## config.mk

```make
export PLATFORM = sky130hd
export DESIGN_NAME = wb_stage
export DESIGN_NICKNAME = d
export VERILOG_FILES = /design/src/rtl/wb_stage.sv
export SDC_FILE = /design/constraint.sdc
export NUM_CORES = 1
export LEC_CHECK = 0
export BUFFER_PORTS_ARGS = -buffer_cell sky130_fd_sc_hd__buf_4
export CORE_ASPECT_RATIO = 0.6
export CORE_MARGIN = 10
export CORE_UTILIZATION = 37
export CTS_CLUSTER_DIAMETER = 200
export CTS_CLUSTER_SIZE = 40
export DETAILED_ROUTE_END_ITERATION = 8
export HOLD_SLACK_MARGIN = 0.12
export PLACE_DENSITY = 0.61
export SYNTH_ARGS = -nofsm -noshare
export SYNTH_HDL_FRONTEND = slang
export SYNTH_SLANG_ARGS = --single-unit
```

## constraint.sdc

```tcl
create_clock -name clk -period 8.2 [get_ports clk]
set_input_delay 1.64 -clock clk [delete_from_list [all_inputs] [get_ports clk]]
set_output_delay 1.64 -clock clk [all_outputs]
set_load 0.02 [all_outputs]
```

## src/rtl/wb_stage.sv

```systemverilog
// Writeback stage: arbitrates load responses and buffered ALU results onto the
// register file's single write port, extracting RV32 load bytes/halfwords.
module wb_stage #(
    parameter int XLEN           = 32,
    parameter int ALU_FIFO_DEPTH = 2
) (
    input  logic            clk,
    input  logic            rst,
    input  logic            alu_valid,
    output logic            alu_ready,
    input  logic [4:0]      alu_rd,
    input  logic [XLEN-1:0] alu_data,
    input  logic            ld_valid,
    input  logic [4:0]      ld_rd,
    input  logic [2:0]      ld_funct3,
    input  logic [1:0]      ld_addr_lo,
    input  logic [XLEN-1:0] ld_word,
    output logic            rf_w_en,
    output logic [4:0]      rf_write_rg,
    output logic [XLEN-1:0] rf_write_data,
    output logic            ld_err,
    output logic            busy,
    output logic [15:0]     wb_count
);

    localparam int PTR_W = $clog2(ALU_FIFO_DEPTH);

    typedef enum logic [1:0] {
        SEL_NONE,
        SEL_LOAD,
        SEL_FIFO,
        SEL_BYPASS
    } wr_sel_t;

    // NOTE: storage arrays carry no reset; the pointers alone define validity,
    // so clearing the entries would only cost reset routing.
    logic [4:0]      fifo_rd   [ALU_FIFO_DEPTH];
    logic [XLEN-1:0] fifo_data [ALU_FIFO_DEPTH];
    logic [PTR_W:0]  wr_ptr;
    logic [PTR_W:0]  rd_ptr;

    logic            fifo_empty;
    logic            fifo_full;
    logic            alu_fire;
    logic            push;
    logic            pop;
    wr_sel_t         sel;
    logic [4:0]      sel_rd;
    logic [XLEN-1:0] sel_data;
    logic [XLEN-1:0] ld_value;
    logic            ld_illegal;

    // Extra pointer MSB distinguishes full from empty when the indices match.
    assign fifo_empty = (wr_ptr == rd_ptr);
    assign fifo_full  = (wr_ptr[PTR_W] != rd_ptr[PTR_W]) &&
                        (wr_ptr[PTR_W-1:0] == rd_ptr[PTR_W-1:0]);

    assign alu_ready = !rst && !fifo_full;
    assign alu_fire  = alu_valid && alu_ready;
    assign busy      = !fifo_empty;

    // RV32 load extraction; illegal funct3 yields zero data and flags an error.
    always_comb begin
        // NOTE: every always_comb output gets a default first so no path can
        // infer a latch.
        ld_value   = '0;
        ld_illegal = 1'b0;
        unique case (ld_funct3)
            3'b000, 3'b100: begin
                logic [7:0] b;
                unique case (ld_addr_lo)
                    2'd0:    b = ld_word[7:0];
                    2'd1:    b = ld_word[15:8];
                    2'd2:    b = ld_word[23:16];
                    default: b = ld_word[31:24];
                endcase
                ld_value = {{(XLEN-8){b[7] & ~ld_funct3[2]}}, b};
            end
            3'b001, 3'b101: begin
                logic [15:0] h;
                h = ld_addr_lo[1] ? ld_word[31:16] : ld_word[15:0];
                ld_value = {{(XLEN-16){h[15] & ~ld_funct3[2]}}, h};
            end
            3'b010:  ld_value = ld_word;
            default: ld_illegal = 1'b1;
        endcase
    end

    // Strict priority: load, then FIFO head, then same-cycle ALU bypass.
    always_comb begin
        sel      = SEL_NONE;
        sel_rd   = '0;
        sel_data = '0;
        if (ld_valid) begin
            sel      = SEL_LOAD;
            sel_rd   = ld_rd;
            sel_data = ld_value;
        end else if (!fifo_empty) begin
            sel      = SEL_FIFO;
            sel_rd   = fifo_rd[rd_ptr[PTR_W-1:0]];
            sel_data = fifo_data[rd_ptr[PTR_W-1:0]];
        end else if (alu_fire) begin
            sel      = SEL_BYPASS;
            sel_rd   = alu_rd;
            sel_data = alu_data;
        end
    end

    assign pop  = (sel == SEL_FIFO);
    assign push = alu_fire && (sel != SEL_BYPASS);

    always_ff @(posedge clk) begin
        if (push) begin
            fifo_rd[wr_ptr[PTR_W-1:0]]   <= alu_rd;
            fifo_data[wr_ptr[PTR_W-1:0]] <= alu_data;
        end
    end

    always_ff @(posedge clk) begin
        if (rst) begin
            wr_ptr <= '0;
            rd_ptr <= '0;
        end else begin
            if (push) wr_ptr <= wr_ptr + (PTR_W+1)'(1);
            if (pop)  rd_ptr <= rd_ptr + (PTR_W+1)'(1);
        end
    end

    // Writes to x0 consume their source but never assert the write enable.
    always_ff @(posedge clk) begin
        if (rst) begin
            rf_w_en       <= 1'b0;
            rf_write_rg   <= '0;
            rf_write_data <= '0;
            ld_err        <= 1'b0;
            wb_count      <= '0;
        end else begin
            rf_w_en  <= (sel != SEL_NONE) && (sel_rd != 5'd0);
            ld_err   <= ld_valid && ld_illegal;
            wb_count <= wb_count + 16'(((sel != SEL_NONE) && (sel_rd != 5'd0)) ? 1 : 0);
            if (sel != SEL_NONE) begin
                rf_write_rg   <= sel_rd;
                rf_write_data <= sel_data;
            end
        end
    end

endmodule

```

==> key figures, run 1 <==
Clock tree
  • CTS tree: yes
  • Post-cts resize count: 0
  • Clock sinks: 134
  • H-tree depth: 4
  • Setup bufs post-CTS: 0
  • CTS Hold Bufs: 0
  • Clock-pin transition on the worst setup and hold timing paths: 0.06 ns
  • Worst-Skew Late Latency: 0.42 ns
  • Root Buffer: clkbuf_16
  • Max clock buf depth: 2
  • CTS buffer count: 17

STA
  • Final Skew: 0.00921 ns
  • Final worst-path cycle share: 52.5%
  • RSZ-0062 raised after global routing: no
  • Tightest Pin Transition: 1.08 ns
  • Setup TNS Final: 0 ns
  • Pins over their slew limit: 0
  • Setup violations, final: 0
  • Slew margin rel.: 27.3%
  • FMAX: 232 MHz
  • Fin crit period: 4.30 ns
  • Final Hold Vio Count: 0

Logic synthesis
  • YS warnings: 0
  • Synth Cell Area: 6120 sq um
  • Sequential-to-total area share from yosys stat: 55.9%
  • Avg Inst Size Synth: 11.3 sq um
  • Synth Register Bits: 134
  • Async SR Flop Fraction: 0%
  • Ys flop type: edfxtp_1
  • Synth area leaders: edfxtp_1 (36%), dfxtp_1 (20%), mux2i_1 (6.5%)
  • Post-Syn Instances: 544
  • Post-synth top area cell: edfxtp_1
  • Number of synthesized flops with an enable pin: 74
  • Syn Nets: 629
  • Share of the synthesized area in the top cell type: 36.3%
  • Synth cell types: 50

Drt
  • Vias/cell: 5.61
  • # DRC: 0
  • Detailed Routing Iterations Pass 1: 5
  • Highest Signal Layer: met4
  • WL met2: 8.18 mm
  • Final WL: 19.2 mm
  • Metal-1 WL: 9.04 mm
  • Antenna-violating nets left: 0
  • 1st-iter DRT viols: 540
  • Via count: 5009
  • Metal3 WL: 1.76 mm
  • DR WL/cell: 21.5 microns

GRT
  • GRT overflow: 0
  • First-pass GRT wire length: 29.4 mm
  • Initial antenna violation count: 0
  • Largest net degree at the start of global routing: 63
  • GRT Total Usage: 17.1%
  • Vias in the first global route: 4979

Worst setup path
  • Critical Path Max Stage Delay: 0.91 ns
  • Worst-path fanout max: 62
  • Top cell by count, worst path: buf_4
  • Setup crit end kind: flip-flop
  • Levels on crit path: 6
  • Worst path slowest cell: nor3_2
  • Worst Setup Start Kind: input port
  • Crit path required time: 8.27 ns
  • Reg2Reg Depth: 5
  • Crit path max-delay family: simple AND/OR/NAND/NOR gates
  • Setup CP Type: input port to flip-flop
  • Worst Path Arrival: 4.37 ns
  • Number of buffer and inverter stages on the critical path: 3
  • Crit-path cells: buf_4 -> nor2b_1 -> o21ai_4 -> buf_4 -> nor3_2 -> buf_4

Floorplan
  • Starting Density: 37.8%
  • Die Y: 120 microns
  • Rows: 36
  • Die Width: 186 microns
  • # IOs: 140
  • Core area: 16200 sq um
  • Die area: 22300 sq um

Layout
  • Area occupied by multi-input gates: 2540 sq um
  • Layout cell share with drive strength beyond 1: 28.8%
  • Reg area: 3420 sq um
  • Antenna cell count: 0
  • Nets@finish: 756
  • # fillers: 1480
  • Post-Route Utilization: 48.8%
  • Layout Area Growth over Synthesis: 29.1%
  • Most frequent cells in the layout: buf_4 (144), edfxtp_1 (74), dfxtp_1 (59)
  • Commonest non-fill, non-tap cell in the layout: buf_4

Min path
  • Worst hold-check path type: flip-flop to flip-flop
  • Hold path depth: 2

Power and ir drop
  • Lkg Pwr: 2.94 nW
  • VDD IR max: 0.124 mV
  • PwrDens: 238 nW/um^2

Place
  • Port buffer count: 139
  • Placer Congestion: 0.891
  • Final HPWL DP: 13.8 mm

Run
  • Maxcap violations: 0

Run status
  • Status: complete, no violations
[power breakdown]
group / leakage [nW] / internal [mW] / switching [mW]
logic: 1.49 / 0.135 / 0.212
clock network: 0.283 / 0.458 / 0.301
registers: 1.17 / 0.751 / 0.0254
[kinds of logic after synthesis]
group	synth area share, %
xor+xnor	2.84
compound gates	17.8
simple gates	11.1
flops	55.9
buf+inv	2.88
mux	9.11
fa+ha+maj	0.409
[through the flow]
stage | hold WS (ns) | cells | power [mW] | instance area, sq um | setup WS, ns
floorplan | 0.533 | 544 | 0.998 | 6120 | 2.76
global placement | 0.475 | 861 | 1.13 | 7320 | 3.59
detailed placement | 0.460 | 861 | 1.14 | 7320 | 3.46
CTS | 0.468 | 893 | 1.89 | 7910 | 3.90
global route | 0.497 | 893 | 1.95 | 7910 | 3.65
finish | 0.468 | 893 | 1.88 | 7910 | 3.90
[worst reg2reg max path: stages (launching register included)]
cell     delay, ns
dfxtp_1       0.34
xnor2_1       0.59
o21ai_4       0.10
buf_4         0.30
nor3_2        0.92
buf_4         0.51
[routing by layer]
| metal | global-route usage [%] | vias up |
|---|---|---|
| li1 | - | 2307 |
| met1 | 24.5 | 2438 |
| met2 | 24.4 | 243 |
| met3 | 5.36 | 21 |
| met4 | 4.36 | 0 |
| met5 | 0 | - |
[cells in the mapped netlist (2+ instances only)]
master    number
a211oi_1      25
a21o_1        24
a21oi_1       42
a221o_1        5
a221oi_1       3
a22oi_1        7
a31oi_1        5
and2_1         2
and3_1         3
buf_2         13
buf_4          3
clkbuf_1      20
dfxtp_1       60
edfxtp_1      74
ha_1           2
inv_1          2
mux2_2         2
mux2i_1       40
mux4_2         6
nand2_1       46
nand2b_1       2
nand3_1        7
nand4_1        7
nor2_1        55
nor2b_1        7
nor3_1         5
nor3_2         3
nor3b_2        2
nor4_1         2
o211ai_1       2
o21ai_0        6
o311ai_1       2
o31ai_1       26
or3_1          2
xnor2_1        9
xor2_1         9
[layout make-up]
| cell class | instances | area share [%] |
|---|---|---|
| Sequential cell | 134 | 43.3 |
| Multi-Input combinational cell | 371 | 32.1 |
| Timing Repair Buffer | 144 | 13.7 |
| Clock buffer | 18 | 5.55 |
| Tap cell | 209 | 3.31 |
| Clock inverter | 14 | 1.90 |
| Inverter | 3 | 0.174 |
[final timing paths]
check / startpoint / end / slack, ns
setup / recovery: rst / fifo_data[0][1]$_DFFE_PP_ / 3.90
setup reg to reg: rd_ptr[1]$_SDFFE_PP0P_ / fifo_data[0][1]$_DFFE_PP_ / 5.09
hold reg to reg: rf_write_rg[1]$_SDFFE_PP0P_ / rf_write_rg[1]$_SDFFE_PP0P_ / 0.47
hold / removal: rf_write_rg[1]$_SDFFE_PP0P_ / rf_write_rg[1]$_SDFFE_PP0P_ / 0.47
[flip-flops by register name, summed over array words and instances (netlist names), named ones only]
name           count
rf_write_data     32
rf_w_en            1
ld_err             1
rf_write_rg        5
fifo_data         64
wr_ptr             2
rd_ptr             2
fifo_rd           10
wb_count          16
Power figures use the tool's default switching activity.
==> run 2, diff against run 1 <==
ABC_AREA = 1   (was unset)
PLACE_DENSITY = 0.63   (was 0.61)
clock period = 3.54 ns   (was 8.2 ns; I/O delays follow)
==> run 2 against run 1 <==
- core utilization decreased by 0.79 points
- final cell count grew 27%
- critical path depth up 12
- non-clock buffer count grew 9
- cell area is 3.4% higher
- largest power group unchanged
- worst setup slack worse by 3.3 ns
- register-to-register slack got worse by 4.5 ns
- first-iteration DRC count down 31%
==> key figures, run 2 <==
Run status
  • Status: complete, no violations

Clock tree
  • CTS Hold Bufs: 0
  • Worst-Skew Late Latency: 0.42 ns
  • Post-cts resize count: 0
  • CTS buffer count: 17
  • Root Buffer: clkbuf_16
  • Max clock buf depth: 2
  • Setup bufs post-CTS: 0
  • Clock-pin transition on the worst setup and hold timing paths: 0.07 ns
  • CTS tree: yes
  • H-tree depth: 4
  • Clock sinks: 134

Logic synthesis
  • Sequential-to-total area share from yosys stat: 53.7%
  • Syn Nets: 836
  • Ys flop type: edfxtp_1
  • Async SR Flop Fraction: 0%
  • Share of the synthesized area in the top cell type: 34.9%
  • YS warnings: 0
  • Synth Register Bits: 134
  • Count leader, synth: nand2_1
  • Post-Syn Instances: 751
  • Synth Cell Area: 6370 sq um
  • Synth area leaders: edfxtp_1 (35%), dfxtp_1 (19%), nand2_1 (9.7%)
  • Avg Inst Size Synth: 8.49 sq um
  • Post-synth top area cell: edfxtp_1
  • Synth cell types: 39
  • Number of synthesized flops with an enable pin: 74
  • Synth cell count leaders: nand2_1 (165), nor2_1 (101), o21ai_0 (99), edfxtp_1 (74), dfxtp_1 (60)

Worst setup path
  • Setup CP Type: flip-flop to flip-flop
  • Worst-path fanout max: 7
  • Worst reg2reg setup slack: 0.61 ns
  • Crit path required time: 3.91 ns
  • Worst Setup Start Kind: flip-flop
  • Worst Path Arrival: 3.30 ns
  • Setup crit end kind: flip-flop

GRT
  • M3 GR Usage: 5.14%
  • Largest net degree at the start of global routing: 46
  • Met1 Use GR: 24.2%
  • M2 GR Usage: 24.6%
  • First-pass GRT wire length: 30.7 mm
  • Vias in the first global route: 5400
  • Initial antenna violation count: 0
  • GRT overflow: 0
  • Busiest grt layer: met2
  • GRT Total Usage: 16.9%

Floorplan
  • Die Y: 122 microns
  • Core area: 17000 sq um
  • Die area: 23000 sq um
  • Die Width: 189 microns
  • # IOs: 140
  • Starting Density: 37.4%
  • Rows: 37

STA
  • Setup WS post-layout: 0.605 ns
  • Setup TNS Final: 0 ns
  • Tightest Pin Transition: 0.686 ns
  • Slew margin rel.: 54.2%
  • Setup violations, final: 0
  • Final Hold Vio Count: 0
  • Final Skew: 0.0150 ns
  • Final worst-path cycle share: 82.9%
  • RSZ-0062 raised after global routing: no
  • Pins over their slew limit: 0
  • FMAX: 341 MHz
  • Fin crit period: 2.93 ns

Layout
  • Most frequent cells in the layout: nand2_1 (165), buf_4 (152), nor2_1 (100)
  • Antenna cell count: 0
  • Layout cell share with drive strength beyond 1: 23.9%
  • Area occupied by multi-input gates: 2530 sq um
  • Layout Area Growth over Synthesis: 28.2%
  • # fillers: 1694
  • Commonest non-fill, non-tap cell in the layout: nand2_1
  • Reg area: 3420 sq um
  • Max reg flops: 64
  • Nets@finish: 971

Power and ir drop
  • PwrDens: 517 nW/um^2
  • Lkg Pwr: 3.38 nW
  • VDD IR max: 0.301 mV

Run
  • Maxcap violations: 0

Place
  • Dpl ws: 0.388 ns
  • Final HPWL DP: 14.3 mm
  • Port buffer count: 139
  • Placer Congestion: 0.881

Drt
  • Final WL: 19.8 mm
  • Vias/cell: 4.97
  • # DRC: 0
  • DR WL/cell: 17.5 microns
  • Via count: 5635
  • Detailed Routing Iterations Pass 1: 4
  • Antenna-violating nets left: 0
  • 1st-iter DRT viols: 372

Min path
  • Worst hold-check path type: flip-flop to flip-flop
## run 2: layout make-up
cell class	instances	area share [%]
Timing Repair Buffer	153	14.2
Tap cell	234	3.58
Multi-Input combinational cell	527	31.0
Clock buffer	17	5.21
Sequential cell	134	41.9
Inverter	53	2.47
Clock inverter	15	1.67
## run 2: kinds of logic after synthesis
group,Yosys count,synth area share [%]
AND/OR/NAND/NOR,352,23.6
adder cells (fa/ha/maj),2,0.393
buffers and inverters,90,6.68
AO/OA/AOI/OAI,160,13.5
multiplexers,13,2.04
flip-flops,134,53.7
## run 2: per-layer routing
| metal | wire (microns) | share of wire (%) |
|---|---|---|
| met5 | 0 | 0 |
| met4 | 159 | 0.80 |
| met3 | 1550 | 7.8 |
| met2 | 8550 | 43 |
| met1 | 9560 | 48 |
## run 2: power by group
part | switching, mW | total, mW | internal [mW]
Combinational | 0.464 | 0.740 | 0.276
Sequential | 0.0515 | 1.79 | 1.74
Clock | 0.769 | 1.69 | 0.926
Total | 1.28 | 4.22 | 2.94
## run 2: worst paths after layout
path | end | startpoint | depth (start not counted)
max | wb_count[14]$_SDFF_PP0_ | wr_ptr[0]$_SDFFE_PP0P_ | 18
min reg2reg | rf_write_rg[3]$_SDFFE_PP0P_ | rf_write_rg[3]$_SDFFE_PP0P_ | 2
max reg2reg | wb_count[14]$_SDFF_PP0_ | wr_ptr[0]$_SDFFE_PP0P_ | 18
min | rf_write_rg[3]$_SDFFE_PP0P_ | rf_write_rg[3]$_SDFFE_PP0P_ | 2
## run 2: critical path: stages, from the launching register on
cell and delay, ns:
dfxtp_1 0.43, nand2_1 0.09, nand2_2 0.13, nand4_1 0.30, o21ai_0 0.25, nand2_1 0.09
nand2_1 0.08, nor2_1 0.06, inv_1 0.05, ha_1 0.16, ha_1 0.17, nand2_1 0.07
nor2_1 0.20, inv_1 0.06, nor2_1 0.22, nand4_1 0.19, nor2_1 0.17, a21oi_1 0.08
nor2_1 0.08
## run 2: stage by stage
| step | area, sq um | power, mW | hold slack, ns | std cells | utilization (%) |
|---|---|---|---|---|---|
| CTS | 8170 | 4.25 | 0.466 | 1133 | 48.0 |
| global placement | 7610 | 2.56 | 0.460 | 1101 | 44.7 |
| finish | 8170 | 4.22 | 0.468 | 1133 | 48.0 |
| detailed placement | 7610 | 2.56 | 0.459 | 1101 | 44.7 |
| global route | 8170 | 4.40 | 0.470 | 1133 | 48.0 |
| floorplan | 6370 | 2.25 | 0.445 | 751 | - |
